--- src/rtl/dlsc_pcie_s6_tx_sched.sv ---
// Packet-atomic round-robin scheduler sharing the Spartan-6 PCIe 32-bit TX stream.
// Starts a TLP only with enough core buffers and yields to core config TLPs.
module dlsc_pcie_s6_tx_sched #(
    parameter int PORTS      = 3,
    parameter int MIN_BUF_AV = 2,
    parameter int MAX_BEATS  = 1024
) (
    input  logic                  clk,
    input  logic                  rst,
    output logic [PORTS-1:0]      in_ready,
    input  logic [PORTS-1:0]      in_valid,
    input  logic [PORTS-1:0]      in_last,
    input  logic [32*PORTS-1:0]   in_data,
    input  logic                  pcie_tx_ready,
    output logic                  pcie_tx_valid,
    output logic                  pcie_tx_last,
    output logic [31:0]           pcie_tx_data,
    input  logic [5:0]            pcie_tx_buf_av,
    input  logic                  pcie_tx_cfg_req,
    output logic                  pcie_tx_cfg_gnt,
    output logic [PORTS-1:0]      grant,
    output logic                  overrun
);
    localparam int IW = (PORTS > 1) ? $clog2(PORTS) : 1;
    localparam int CW = $clog2(MAX_BEATS + 1);

    typedef enum logic [1:0] {ST_IDLE, ST_XFER, ST_CFG} state_t;
    state_t state, state_nxt;

    logic [IW-1:0] ptr, gidx, pick;
    logic [CW-1:0] beat_cnt;
    logic          ovf_seen;
    logic          start_ok, accept, accept_last;

    function automatic logic [IW-1:0] next_idx(input logic [IW-1:0] i);
        return (int'(i) == PORTS - 1) ? '0 : i + IW'(1);
    endfunction

    function automatic logic [CW-1:0] sat_inc(input logic [CW-1:0] c);
        return (c == CW'(MAX_BEATS)) ? c : c + CW'(1);
    endfunction

    // First pass finds the lowest valid requester (wrap case); second pass
    // overrides it with the lowest valid requester at or after the pointer.
    always_comb begin
        pick = ptr;
        for (int i = PORTS - 1; i >= 0; i--) begin
            if (in_valid[i]) pick = IW'(i);
        end
        for (int i = PORTS - 1; i >= 0; i--) begin
            if (in_valid[i] && IW'(i) >= ptr) pick = IW'(i);
        end
    end

    assign start_ok    = (|in_valid) && (pcie_tx_buf_av >= 6'(MIN_BUF_AV));
    assign accept      = (state == ST_XFER) && in_valid[gidx] && in_ready[gidx];
    assign accept_last = accept && in_last[gidx];

    always_ff @(posedge clk) begin
        if (rst) state <= ST_IDLE;
        else     state <= state_nxt;
    end

    always_comb begin
        state_nxt = state;
        case (state)
            ST_IDLE: begin
                if (pcie_tx_cfg_req) state_nxt = ST_CFG;
                else if (start_ok)   state_nxt = ST_XFER;
            end
            ST_XFER: if (accept_last)      state_nxt = ST_IDLE;
            ST_CFG:  if (!pcie_tx_cfg_req) state_nxt = ST_IDLE;
            default: state_nxt = ST_IDLE;
        endcase
    end

    always_comb begin
        in_ready = '0;
        if (state == ST_XFER) in_ready[gidx] = !pcie_tx_valid || pcie_tx_ready;
    end

    // Control registers: grant, pointer, beat counter, output valid, config grant
    always_ff @(posedge clk) begin
        if (rst) begin
            ptr             <= '0;
            gidx            <= '0;
            grant           <= '0;
            beat_cnt        <= '0;
            ovf_seen        <= 1'b0;
            overrun         <= 1'b0;
            pcie_tx_valid   <= 1'b0;
            pcie_tx_last    <= 1'b0;
            pcie_tx_cfg_gnt <= 1'b0;
        end else begin
            overrun         <= 1'b0;
            pcie_tx_cfg_gnt <= (state == ST_CFG) && pcie_tx_cfg_req && !pcie_tx_valid;
            if (accept) begin
                pcie_tx_valid <= 1'b1;
                pcie_tx_last  <= in_last[gidx];
            end else if (pcie_tx_ready) begin
                pcie_tx_valid <= 1'b0;
            end
            if (state == ST_IDLE && !pcie_tx_cfg_req && start_ok) begin
                gidx  <= pick;
                grant <= PORTS'(1) << pick;
            end
            if (accept_last) begin
                grant    <= '0;
                ptr      <= next_idx(gidx);
                beat_cnt <= '0;
                ovf_seen <= 1'b0;
            end else if (accept) begin
                beat_cnt <= sat_inc(beat_cnt);
                if (beat_cnt == CW'(MAX_BEATS) && !ovf_seen) begin
                    overrun  <= 1'b1;
                    ovf_seen <= 1'b1;
                end
            end
        end
    end

    // Output data register: loaded only on an accepted beat
    always_ff @(posedge clk) begin
        if (accept) pcie_tx_data <= in_data[32*gidx +: 32];
    end

endmodule

--- config.mk ---
export PLATFORM = sky130hd
export DESIGN_NAME = dlsc_pcie_s6_tx_sched
export DESIGN_NICKNAME = d
export VERILOG_FILES = /design/src/rtl/dlsc_pcie_s6_tx_sched.sv
export SDC_FILE = /design/constraint.sdc
export NUM_CORES = 1
export LEC_CHECK = 0
export CAP_MARGIN = 20
export CORE_AREA = 2 2 79 81
export DETAILED_ROUTE_END_ITERATION = 7
export DIE_AREA = 0 0 81 83
export DONT_BUFFER_PORTS = 1
export GPL_TIMING_DRIVEN = 0
export SLEW_MARGIN = 20
export SYNTH_ARGS = -nofsm -noshare
export SYNTH_HDL_FRONTEND = slang
export SYNTH_SLANG_ARGS = --single-unit
--- constraint.sdc ---
create_clock -name clk -period 4.72 [get_ports clk]
set_input_delay 1.18 -clock clk [delete_from_list [all_inputs] [get_ports clk]]
set_output_delay 1.18 -clock clk [all_outputs]
set_load 0.02 [all_outputs]
==> flow_summary.yaml <==
synth:
  post_synth_main_area_contributors: "edfxtp_1 34%, dfxtp_1 17%, mux2i_1 12%, o21ai_0 6.5%, nand2_1 5.0%"
  largest_family_of_logic_cells_by_synthesized_area: "simple AND/OR/NAND/NOR gates"
  synthArstFlopShare: 0
  gate_count_of_the_mapped_netlist: 281
  synth-edff-count: 32
  synth_largest_area_cell: "edfxtp_1"
  ys_types: 50
  postSynthRegisterBits: 57
  yosysTopAreaCellShare: 0.3351
  synthSimpleGateAreaFrac: 0.1710
  yosysWarningCount: 0
  ys_seq_area_frac: 0.5096
  synth.area.mux_share: 0.1152
  synth.net_count: 395
  yosys_most_used_dff: "edfxtp_1"
  synth_area_sq_mm: 0.002868
  ys_top_cells_by_count: "38 x nand2_1, 37 x o21ai_0, 33 x mux2i_1"
  yosys.cell_count.top_type: "nand2_1"
  post_synth_xor_area_fraction: 0.01832
  synth_area_per_cell_sq_um: 10.21
  synth_adder_area_share: 0.008726
  complex_gate_fraction_of_the_synthesized_area: 0.1422
setup_path:
  critical_path.max_fanout: 4
  cpMaxStageDelayCell: "nor3b_1"
  reg2reg_from: "pcie_tx_valid"
  crit_path_max_incr_delay_ps: 630
  cp.required_ps: 3540
  r2r_cells: 4
  worstSetupEndpointType: "output pin"
  crit_reg_reg_endpoint: "pcie_tx_data[17]"
  timing_worst_setup_path_type: "primary input to output pin"
  cp_cell_sequence: "nand2b_1 > nand3_1 > nor3b_1"
  r2r_slack_ps: 2710
  worstPathArrival_ps: 2170
  critical_path_startpoint_category: "primary input"
sta:
  post-route-period-util: 0.7107
  final-setup-viol-count: 0
  slew_violations: 0
  timing.max_slew.rel_slack: 0.5268
  max_freq_mhz: 298.1
  max_slew.worst_pin.slew_ps: 708.8
  finalHoldViolations: 0
  timing.final.crit_period_ps: 3354
  tns_ps: 0
  setup_ws_ps: 1366
  hold-worst-slack_ps: 435.8
  grt_setup_unrepaired: "false"
  finClkSkew_ps: 5.447
floorplan:
  die_footprint_sq_mm: 0.006723
  vertical_die_dimension_um: 83
  row_count: 28
  ioPinCount: 154
  start_util: 0.4931
  die_w_um: 81
  core-area_sq_mm: 0.005816
cts:
  cts_buffer_depth: 2
  cts.clk_slew.worst_paths_ps: 60
  htree_num_levels: 3
  post_cts.resized_instances: 0
  clock_insertion_delay_worst_skew_ps: 330
  cts_num_sinks: 57
  tritoncts.num_buffers: 9
  cts_root_buf: "clkbuf_8"
  cts_hold_buf: 0
  postCtsSetupRepairBufs: 0
  cts_tree: "built"
routing:
  final_antenna_net_count: 0
  dr.pass1.iters: 4
  viasPerCell: 5.790
  remaining_drc_errors: 0
  drt_wl_total_um: 6891
  avgRoutedWirePerCell_um: 18.52
  route.vias.total: 2154
  detail_route.iter0.violations: 102
pwr:
  pd_cells_mw_per_mm2: 389.8
  power.share.clock: 0.397
  pwr-share-comb: 0.122
  internal_power_uw: 911.4
  power_switching_share: 0.2628
  static_leakage_power_nw: 1.012
  share_seq_of_total_power: 0.481
  vdd_ir_drop_max_v: 0.0001762
  switchingPower_uw: 324.9
finish:
  antenna_cells: 0
  post_route_cells_drive_above_1_share: 0.1145
  postLayoutCoreUtil: 0.5454
  design.final.nets: 406
  instances_no_fill: 372
  area_growth_pct: 10.60
placement:
  gpl.final_weighted_congestion: 0.7635
  pre_cts_slack_ps: 1353
  port-buffer-count: 0
  cell_total_after_placement: 356
  detailed_place_hpwl_um: 5140
global_route:
  grt_antenna_before_repair: 0
  first_global_vias: 2050
  grt_start_max_net_pins: 34
  groute.layer.met3.usage: 0.06739
  grt_busiest_layer: "met2"
  first_pass_grt_wire_length_um: 10450
  grt_util_met1: 0.2594
  groute.layer.met2.usage: 0.3238
  overall_fraction_of_global_route_tracks_in_use: 0.2072
  grt.overflow.total: 0
run_status:
  result_of_the_run: "complete, no violations"
hold_path:
  worst_hold_path.endpoint: "overrun"
  hold_path_startpoint: "ovf_seen"
  timing.hold.worst.class: "flip-flop to flip-flop"
  whs_path_depth: 1
job:
  max_cap_viol_count: 0
-- how the worst max path moves through the flow --
stage	from	to	slack (ps)	cells after the start
after floorplan	pcie_tx_ready	in_ready[2]	1490	3
after global placement	pcie_tx_ready	in_ready[2]	1360	3
after detailed placement	pcie_tx_ready	in_ready[2]	1350	3
after CTS	pcie_tx_ready	in_ready[2]	1350	3
after global routing	pcie_tx_ready	in_ready[2]	1280	3
final	pcie_tx_ready	in_ready[2]	1370	3
-- power by group through the flow --
stage	Combinational (mW)	Sequential (mW)	Clock (mW)
2_1_floorplan	0.120	0.601	0
3_3_place_gp	0.149	0.606	0
3_5_place_dp	0.152	0.606	0
4_1_cts	0.153	0.595	0.497
5_1_grt	0.171	0.597	0.523
6_report	0.151	0.594	0.491
-- worst max-delay path, delay by kind of cell --
kind / cells / cell delay, ps
AND/OR/NAND/NOR: 3 / 1000
-- stage by stage --
| stage | instance area, sq um | power [mW] |
|---|---|---|
| final | 3172 | 1.236 |
| after global routing | 3172 | 1.290 |
| after CTS | 3172 | 1.245 |
| after detailed placement | 2962 | 0.7581 |
| after global placement | 2962 | 0.7550 |
| after floorplan | 2868 | 0.7210 |
-- cells by family after synthesis --
logic type | after synthesis
buffers and inverters | 22
xor gates and xnor gates | 6
adders and majority gates | 2
muxes | 33
AOI/OAI and AO/OA | 63
DFF | 57
and+or+nand+nor | 98
-- cell type report --
type,count,area (sq um)
plain buffers,14,70.07
clock buffers,10,127.6
fillers,538,2644
clock inverters,6,82.58
multi-input cells,202,1306
flip-flops and latches,57,1461
inverters,8,30.03
well taps,75,93.84
-- placed cells by master, fill, tap and decap left out, drive strengths merged, types with 2 or more instances in the layout --
cell,instances
nand2,39
o21ai,38
mux2i,33
edfxtp,32
dfxtp,25
nor2,19
clkbuf,17
nor3,11
inv,8
buf,7
a21oi,6
nand3,4
xnor2,4
a211oi,4
nor4,4
nor3b,3
nand4,3
clkinv,3
or3,3
nand2b,2
and2,2
a21boi,2
a22oi,2
or4,2
xor2,2
ha,2
bufinv,2
nor2b,2
-- registers in the layout, summed over array words and instances (netlist names), 2 cells and up --
signal	cells
state	2
pcie_tx_data	32
grant	3
beat_cnt	11
gidx	2
ptr	2
-- per-layer routing --
metal,vias up,routed length [um]
li1,1050,-
met1,992,2822
met2,100,3325
met3,12,611
met4,0,132
met5,-,0
Power figures use the tool's default switching activity.
